$ cat src/rtl/mtimer_pkg.sv
// Shared register-map offsets and byte-merge helper for the machine timer.
package mtimer_pkg;

  localparam logic [15:0] OFS_MTIMECMP_LO = 16'h4000;
  localparam logic [15:0] OFS_MTIMECMP_HI = 16'h4004;
  localparam logic [15:0] OFS_MTIME_LO    = 16'hBFF8;
  localparam logic [15:0] OFS_MTIME_HI    = 16'hBFFC;

  function automatic logic [31:0] merge_bytes(input logic [31:0] old_word,
                                              input logic [31:0] wdata,
                                              input logic [3:0]  wmask);
    logic [31:0] res;
    for (int i = 0; i < 4; i++)
      res[i*8 +: 8] = wmask[i] ? wdata[i*8 +: 8] : old_word[i*8 +: 8];
    return res;
  endfunction

endpackage

$ cat src/rtl/mtimer_reg64.sv
// 64-bit register with byte-masked half writes; a write takes priority over increment.
module mtimer_reg64
  import mtimer_pkg::*;
#(
  parameter logic [63:0] RST_VAL = '0
) (
  input  logic        clk,
  input  logic        rstn,
  input  logic        we,
  input  logic        hi_sel,
  input  logic [3:0]  wmask,
  input  logic [31:0] wdata,
  input  logic        inc,
  output logic [63:0] q
);

  always_ff @(posedge clk or negedge rstn) begin
    if (!rstn) begin
      q <= RST_VAL;
    end else if (we) begin
      if (hi_sel)
        q[63:32] <= merge_bytes(q[63:32], wdata, wmask);
      else
        q[31:0]  <= merge_bytes(q[31:0], wdata, wmask);
    end else if (inc) begin
      q <= q + 64'd1;
    end
  end

endmodule

$ cat src/rtl/mtimer.sv
// RISC-V machine timer (mtime/mtimecmp) on the core data bus.
// Optional MTIME_SNAPSHOT_EN: a read of mtime lo latches mtime hi for a tear-free 64-bit read.
module mtimer
  import mtimer_pkg::*;
#(
  parameter logic [31:0] BASE    = 32'h4400_0000,
  parameter int unsigned DIVIDER = 1
) (
  input  logic        clk,
  input  logic        rstn,
  input  logic        mem_valid,
  input  logic        mem_write,
  input  logic [3:0]  mem_wmask,
  input  logic [31:0] mem_wdata,
  input  logic [31:0] mem_addr,
  output logic [31:0] mem_rdata,
  output logic        irq_timer
);

  logic        hit;
  logic [15:0] ofs;
  logic        sel_mtime;
  logic        sel_cmp;
  logic        wr_mtime;
  logic        wr_cmp;
  logic        rd_mtime_lo;
  logic        tick;
  logic [15:0] pre_cnt;
  logic [63:0] mtime;
  logic [63:0] mtimecmp;
  logic [31:0] mtime_hi_rd;
  logic [31:0] rdata_next;
  logic        unused_addr;

  assign unused_addr = ^mem_addr[1:0];

  assign hit         = mem_valid && (mem_addr[31:16] == BASE[31:16]);
  assign ofs         = {mem_addr[15:2], 2'b00};
  assign sel_mtime   = (ofs == OFS_MTIME_LO) || (ofs == OFS_MTIME_HI);
  assign sel_cmp     = (ofs == OFS_MTIMECMP_LO) || (ofs == OFS_MTIMECMP_HI);
  assign wr_mtime    = hit && mem_write && sel_mtime;
  assign wr_cmp      = hit && mem_write && sel_cmp;
  assign rd_mtime_lo = hit && !mem_write && (ofs == OFS_MTIME_LO);
  assign tick        = (pre_cnt == 16'(DIVIDER - 1));

  // Prescaler restarts its period on any mtime write so software sees a full tick
  always_ff @(posedge clk or negedge rstn) begin
    if (!rstn)
      pre_cnt <= '0;
    else if (wr_mtime || tick)
      pre_cnt <= '0;
    else
      pre_cnt <= pre_cnt + 16'd1;
  end

  mtimer_reg64 #(.RST_VAL(64'h0)) u_mtime (
    .clk   (clk),
    .rstn  (rstn),
    .we    (wr_mtime),
    .hi_sel(ofs == OFS_MTIME_HI),
    .wmask (mem_wmask),
    .wdata (mem_wdata),
    .inc   (tick),
    .q     (mtime)
  );

  mtimer_reg64 #(.RST_VAL(64'hFFFF_FFFF_FFFF_FFFF)) u_mtimecmp (
    .clk   (clk),
    .rstn  (rstn),
    .we    (wr_cmp),
    .hi_sel(ofs == OFS_MTIMECMP_HI),
    .wmask (mem_wmask),
    .wdata (mem_wdata),
    .inc   (1'b0),
    .q     (mtimecmp)
  );

`ifdef MTIME_SNAPSHOT_EN
  logic [31:0] mtime_hi_shadow;

  always_ff @(posedge clk or negedge rstn) begin
    if (!rstn)
      mtime_hi_shadow <= '0;
    else if (rd_mtime_lo)
      mtime_hi_shadow <= mtime[63:32];
  end

  assign mtime_hi_rd = mtime_hi_shadow;
`else
  logic unused_rd_lo;

  assign unused_rd_lo = rd_mtime_lo;
  assign mtime_hi_rd  = mtime[63:32];
`endif

  always_comb begin
    rdata_next = '0;
    if (hit && !mem_write) begin
      case (ofs)
        OFS_MTIMECMP_LO: rdata_next = mtimecmp[31:0];
        OFS_MTIMECMP_HI: rdata_next = mtimecmp[63:32];
        OFS_MTIME_LO:    rdata_next = mtime[31:0];
        OFS_MTIME_HI:    rdata_next = mtime_hi_rd;
        default:         rdata_next = '0;
      endcase
    end
  end

  always_ff @(posedge clk or negedge rstn) begin
    if (!rstn) begin
      mem_rdata <= '0;
      irq_timer <= 1'b0;
    end else begin
      mem_rdata <= rdata_next;
      irq_timer <= (mtime >= mtimecmp);
    end
  end

endmodule

$ cat config.mk
export PLATFORM = sky130hd
export DESIGN_NAME = mtimer
export DESIGN_NICKNAME = d
export VERILOG_FILES = /design/src/rtl/mtimer_pkg.sv /design/src/rtl/mtimer_reg64.sv /design/src/rtl/mtimer.sv
export SDC_FILE = /design/constraint.sdc
export NUM_CORES = 1
export LEC_CHECK = 0
export CAP_MARGIN = 5
export CORE_ASPECT_RATIO = 1.2
export CORE_UTILIZATION = 53
export DETAILED_ROUTE_END_ITERATION = 8
export GPL_TIMING_DRIVEN = 0
export PLACE_DENSITY = 0.78
export SYNTH_ARGS = -nofsm -noshare
export SYNTH_HDL_FRONTEND = slang
export SYNTH_SLANG_ARGS = --single-unit
$ cat constraint.sdc
create_clock -name clk -period 2.3 [get_ports clk]
set_input_delay 0.69 -clock clk [delete_from_list [all_inputs] [get_ports clk]]
set_output_delay 0.69 -clock clk [all_outputs]
set_load 0.005 [all_outputs]
Word-level counts from Yosys, hierarchy flattened
Cells that the tools add are included.
Widths: inputs -> output; s select.
{"block": "totals", "elab_cells": 72, "inputBits": 72, "register_bits": 177}
{"block": "classes", "n_reduce_logical": 27, "n_lt_le_gt_ge": 1, "muxes": 11, "bitwise_logic": 1, "add_sub_neg": 2, "eq_ne": 11}
{"op": "$mux 64", "count": 2}
{"op": "$pmux 32 s4", "count": 1}
{"op": "$mux 32", "count": 3}
{"op": "$add 64x1->64 const B", "count": 1}
{"op": "$ge 64x64->1", "count": 1}
{"op": "$reduce_and 3->1", "count": 16}
{"op": "$mux 8", "count": 4}
{"op": "$eq 14x13->1 const B", "count": 2}
{"op": "$eq 14x14->1 const B", "count": 2}
{"op": "$add 16x1->16 const B", "count": 1}
{"op": "$eq 16x15->1 const B", "count": 1}
{"op": "$logic_not 16->1", "count": 1}
{"op": "$mux 16", "count": 1}
{"op": "$ne 2x2->1 const B", "count": 5}
{"op": "$logic_and 1x1->1", "count": 5}
{"op": "$logic_or 1x1->1", "count": 3}
{"op": "$ne 2x1->1 const B", "count": 1}
{"op": "$reduce_bool 2->1", "count": 1}
{"op": "$logic_not 1->1", "count": 1}
{"op": "$not 1->1", "count": 1}

Depth between registers and ports, before layout
Gate-level depths: netlist (run 1).
{"block": "depth", "word_depth": 6, "ltp_mapped": 10}

Hierarchy
Synthesis (run 1) repeated with hierarchy kept, for this count alone.
{"block": "hier_totals", "hier_cells": 1623, "area_unflattened_um2": 13068.8}
{"module": "mtimer_reg64 (u_mtimecmp)", "instances": 1, "cells_each": 570, "seq_area_each_um2": 1681.6, "area_each_um2": 4505.6}
{"module": "mtimer_reg64 (u_mtime)", "instances": 1, "cells_each": 570, "seq_area_each_um2": 1601.5, "area_each_um2": 4425.5}
{"module": "mtimer", "instances": 1, "cells_each": 483, "seq_area_each_um2": 1226.2, "area_each_um2": 4137.7}

Worst setup path before layout (run 1)
OpenSTA, ideal clock, no wires.
{"block": "synth_path", "kind": "in2reg", "from": "input mem_addr[7]", "to": "register u_mtime.q[21]", "setup_ns": 0.140, "setup_slack_ns": -0.485, "stages": 9, "required_time_ns": 2.160, "path_buffers": 4, "arrival_ns": 2.644, "cell_sequence": "nand4_1 or4_1 buf_2 or4_1 buf_6 clkbuf_1 buf_1 o22ai_1 a21oi_1"}
{"block": "synth_via", "elab_chain_cells": 5, "elab_cells_between_ends": 9, "classes_between": "eq/ne (4); mux (1); reduce/logical (4)"}
{"item": "start, declared", "line": "mtimer.sv:15", "rtl": "input logic [31:0] mem_addr,"}
{"item": "$eq 14x14->1 (on tied branches)", "line": "mtimer.sv:39, mtimer.sv:60"}
{"item": "$logic_or 1x1->1", "line": "mtimer.sv:39", "rtl": "assign sel_mtime = (ofs == OFS_MTIME_LO) || (ofs == OFS_MTIME_HI);"}
{"item": "$logic_and 1x1->1", "line": "mtimer.sv:41", "rtl": "assign wr_mtime = hit && mem_write && sel_mtime;"}
{"item": "$ne 2x2->1 (no line) or $reduce_bool 2->1 (tied branches)"}
{"item": "$reduce_and 3->1 (no line)"}
{"item": "end signal, assigned", "line": "mtimer_reg64.sv:24", "rtl": "q[31:0] <= merge_bytes(q[31:0], wdata, wmask);"}
{"item": "end signal, assigned", "line": "mtimer_reg64.sv:26", "rtl": "q <= q + 64'd1;"}
{"item": "end, declared", "line": "mtimer_reg64.sv:14", "rtl": "output logic [63:0] q"}
Parallel ways exist; a longest one is shown, timed or not.
A chain may end at the register's enable or synchronous reset.

Worst setup path after layout (run 1)
{"block": "layout_path", "from": "register u_mtime.q[29]", "to": "register u_mtime.q[57]"}
{"block": "layout_via", "elab_chain_cells": 3}
{"item": "$add 64x1->64", "line": "mtimer_reg64.sv:26"}
{"item": "$mux 64", "line": "mtimer_reg64.sv:25", "rtl": "end else if (inc) begin"}
{"item": "$mux 64", "line": "mtimer_reg64.sv:20", "rtl": "end else if (we) begin"}
Every way passes these cells. The select of a mux whose other input is x is not followed.

==> run_results.csv, run 1 <==
group,metric,value,unit
power_and_ir_drop,power.internal,0.00485,W
global_routing,gr-usage-all-layers,39.9,%
power_and_ir_drop,switching_power,0.00176,W
placement,post-dp-hpwl,26.0,mm
logic_synthesis,ys_seq_elements,177,
drt,routedWlPerCell,27.4,um
logic_synthesis,synth_edf_count,0,
logic_synthesis,syn_avg_cell_area,9.40,um2
power_and_ir_drop,p_leak,6.83,nW
sta,rsz0062_at_grt,"yes",
power_and_ir_drop,seqPwrFrac,47.1,%
critical_path,crit_chain,"nand4_1 > nor4_2 > nand3_4 > or3_1 > o22ai_1 > a21oi_1",
power_and_ir_drop,clockPowerShare,46.8,%
clock_network,numCtsBuffers,17,
logic_synthesis,synth_nets,1334,
outcome,violations,"DRC, setup timing",
finish,fin_cells,1731,
finish,area_growth,44.1,%
floorplan,die_w,135,um
logic_synthesis,synth_most_common_cell,"a21oi_1",
logic_synthesis,ys.flop_type,"dfrtp_1",
logic_synthesis,yosys.area.top_type_share,25.2,%
placement,gp_congestion,0.985,
clock_network,cts_max_level,4,
logic_synthesis,synth-warning-count,0,
placement,post-place-cells,1567,
sta,final_max_slew_viol_count,0,
logic_synthesis,seq_area_frac_synth,40.1,%
floorplan,boundaryPins,105,
drt,vias_per_cell,7.11,
drt,dr_total_vias,12300,
sta,period_needed,2880,ps
critical_path,cp.required,2640,ps
worst_hold_path,hold_path.class,"in2async",
critical_path,startpoint_type,"flip-flop",
power_and_ir_drop,power_density,408,nW/um2
critical_path,regToRegEndpoint,"u_mtime.q[57]",
critical_path,worstSetupPathType,"reg2reg",
global_routing,grt_pass1_vias,11800,
logic_synthesis,synthTopCellsByArea,"dfrtp_1 (25%), dfstp_2 (15%), ha_1 (7.5%)",
run,maxCapViolCount,0,
critical_path,endpoint_kind,"flip-flop",
power_and_ir_drop,pwr-share-comb,6.1,%
power_and_ir_drop,p_sw_share,26.7,%
critical_path,crit_fanout,10,
clock_network,clk_pin_slew,80,ps
sta,setup_viol,143,
logic_synthesis,synthCells,1195,
power_and_ir_drop,peakVddDrop,0.449,mV
outcome,outcome,"complete, but fails checks",
finish,fin_nets,1585,
drt,drc,4,
clock_network,cts.sinks,177,
critical_path,r2r_cells,6,
floorplan,dieArea,21800,um2
critical_path,critPathMaxStageDelay,720,ps
logic_synthesis,syn_area,11200,um2
floorplan,initial_utilization,53.8,%
clock_network,cts_tree,"built",
sta,setup_ws,-580,ps
sta,tightest_slew,947,ps
sta,hold_ws,136,ps
global_routing,grt_pass1_wl,65.3,mm
sta,tns,-30310,ps
logic_synthesis,synth.distinct_cells,58,
drt,drt-pass1-iter-count,9,
clock_network,root_buffer,"clkbuf_16",
drt,routed_wl,47.5,mm
critical_path,worstPathArrival,3220,ps
sta,skew,15.7,ps
floorplan,fp.dieH,161,um
global_routing,grt_max_degree,113,
global_routing,antenna_found_initial,2,
clock_network,insertion_delay,470,ps
drt,detail-route-antenna-nets,0,
logic_synthesis,yosysTopAreaCell,"dfrtp_1",
floorplan,core,20900,um2
sta,slew_headroom,36.9,%
finish,drive_gt1_share,39.5,%
logic_synthesis,synth_common_cells,"a21oi_1 (124), dfrtp_1 (113), inv_1 (91)",
drt,initialDrtViolationCount,2111,
sta,fin_crit_sh,125,%
critical_path,reg2reg_from,"u_mtime.q[29]",
placement,preCtsSetupSlack,-1790,ps
sta,fmax,347,MHz
global_routing,grt_overflow,0,
logic_synthesis,synthArstFlopShare,100,%
floorplan,rows,58,
clock_network,cts_max_path_buffers,2,
critical_path,reg2reg_setup_slack,-580,ps
placement,io_buffer_count,101,
critical_path,cp_slowest_cell,"nor4_2",
sta,hold_viol,0,
finish,utilization,77.5,%
## cell type report
cell class	count	area, um2
multi-input combinational	875	7380
fill	1237	4710
sequential	177	4510
timing repair buffer	237	2440
buffer	47	559
clock buffer	17	425
inverter	91	342
tap	270	338
clock inverter	15	185
antenna	2	5.00
## what timing repair did
item / CTS / global route
buffers inserted: 90 / 44
pin swaps: 68 / 76
cloned: 15 / 3
gates resized for setup: 325 / 181
hold buffers: 0 / 0
endpoints found under the setup margin: 177 / 177
## critical path: cells and delay by family, from the launching register on
family          cells  cell delay (ps)
simple gates        4             1870
flops               1              610
compound gates      2              280
## state kept, by name (all words and copies together), names as in the netlist
name,count
u_mtime.q,64
u_mtimecmp.q,64
mem_rdata,32
pre_cnt,16
irq_timer,1
## layout by cell type, fill, tap and decap left out, types with 9 or more instances in the layout
| master | count |
|---|---|
| o22ai_1 | 43 |
| and2_1 | 30 |
| nor2_2 | 15 |
| buf_12 | 17 |
| clkdlybuf4s50_1 | 71 |
| mux2_2 | 63 |
| dfrtp_1 | 109 |
| o31ai_1 | 14 |
| nor2_1 | 30 |
| nand3_1 | 30 |
| dfstp_2 | 64 |
| o21ai_2 | 19 |
| a21oi_2 | 57 |
| clkbuf_16 | 22 |
| o21ai_0 | 25 |
| a21oi_1 | 64 |
| buf_6 | 54 |
| buf_2 | 12 |
| nor3_1 | 11 |
| nor4_4 | 10 |
| nand2_1 | 67 |
| or3_1 | 9 |
| and4_1 | 9 |
| clkbuf_8 | 9 |
| a21o_1 | 12 |
| nand4_1 | 42 |
| buf_4 | 74 |
| o21ai_1 | 12 |
| ha_1 | 59 |
| and3_1 | 16 |
| nand2_2 | 12 |
| mux2i_1 | 62 |
| inv_1 | 88 |
## kinds of logic after synthesis
family	after synthesis	share of synthesized area [%]
adders and majority gates	67	7.46
buffers and inverters	143	5.18
and+or+nand+nor	350	16.3
muxes	126	11.9
xor gates and xnor gates	11	0.857
AOI/OAI and AO/OA	321	18.1
DFF	177	40.1
## metrics by stage
step	total power, W	cell area (um2)
finish	0.00661	16200
global route	0.00675	16200
CTS	0.00655	15300
detailed placement	0.00350	12700
global placement	0.00349	12700
floorplan	0.00325	11300
## metal layers
| metal | wire (um) | vias up | GRT usage (%) | part of all wire (%) |
|---|---|---|---|---|
| li1 | - | 4938 | - | - |
| met1 | 15700 | 5801 | 46.1 | 33 |
| met2 | 20700 | 1098 | 62.7 | 44 |
| met3 | 6160 | 476 | 11.9 | 13 |
| met4 | 5000 | 0 | 28.7 | 11 |
| met5 | 0 | - | 0 | 0 |
## worst max path at each step
stage                        from       endpoint  slack [ps]  cells after the start
global placement             rstn  mem_rdata[11]       -6760                      1
CTS                   mem_addr[3]  u_mtime.q[19]        -400                     11
finish              u_mtime.q[29]  u_mtime.q[57]        -580                      6
detailed placement    mem_addr[4]   u_mtime.q[2]       -1790                     10
global route          mem_addr[7]  u_mtime.q[60]        -560                     11
floorplan             mem_addr[7]  u_mtime.q[17]        -460                      9
## power by group through the flow
stage	Clock [W]	Sequential (W)	Combinational (W)
after floorplan	0	0.00317	0.0000782
after global placement	0	0.00317	0.000320
after detailed placement	0	0.00317	0.000331
after CTS	0.00307	0.00312	0.000371
after global routing	0.00322	0.00312	0.000420
final	0.00309	0.00312	0.000402
(Power assumes the default switching activity.)
==> run 2: changes to the inputs <==
--- a/config.mk
+++ b/config.mk
@@ -5,6 +5,7 @@
 export SDC_FILE = /design/constraint.sdc
 export NUM_CORES = 1
 export LEC_CHECK = 0
+export ABC_CLOCK_PERIOD_IN_PS = 2300
 export CAP_MARGIN = 5
 export CORE_ASPECT_RATIO = 1.2
 export CORE_UTILIZATION = 53
==> results of run 2 <==
Final layout, timing and power as in run 1 (identical DEF).
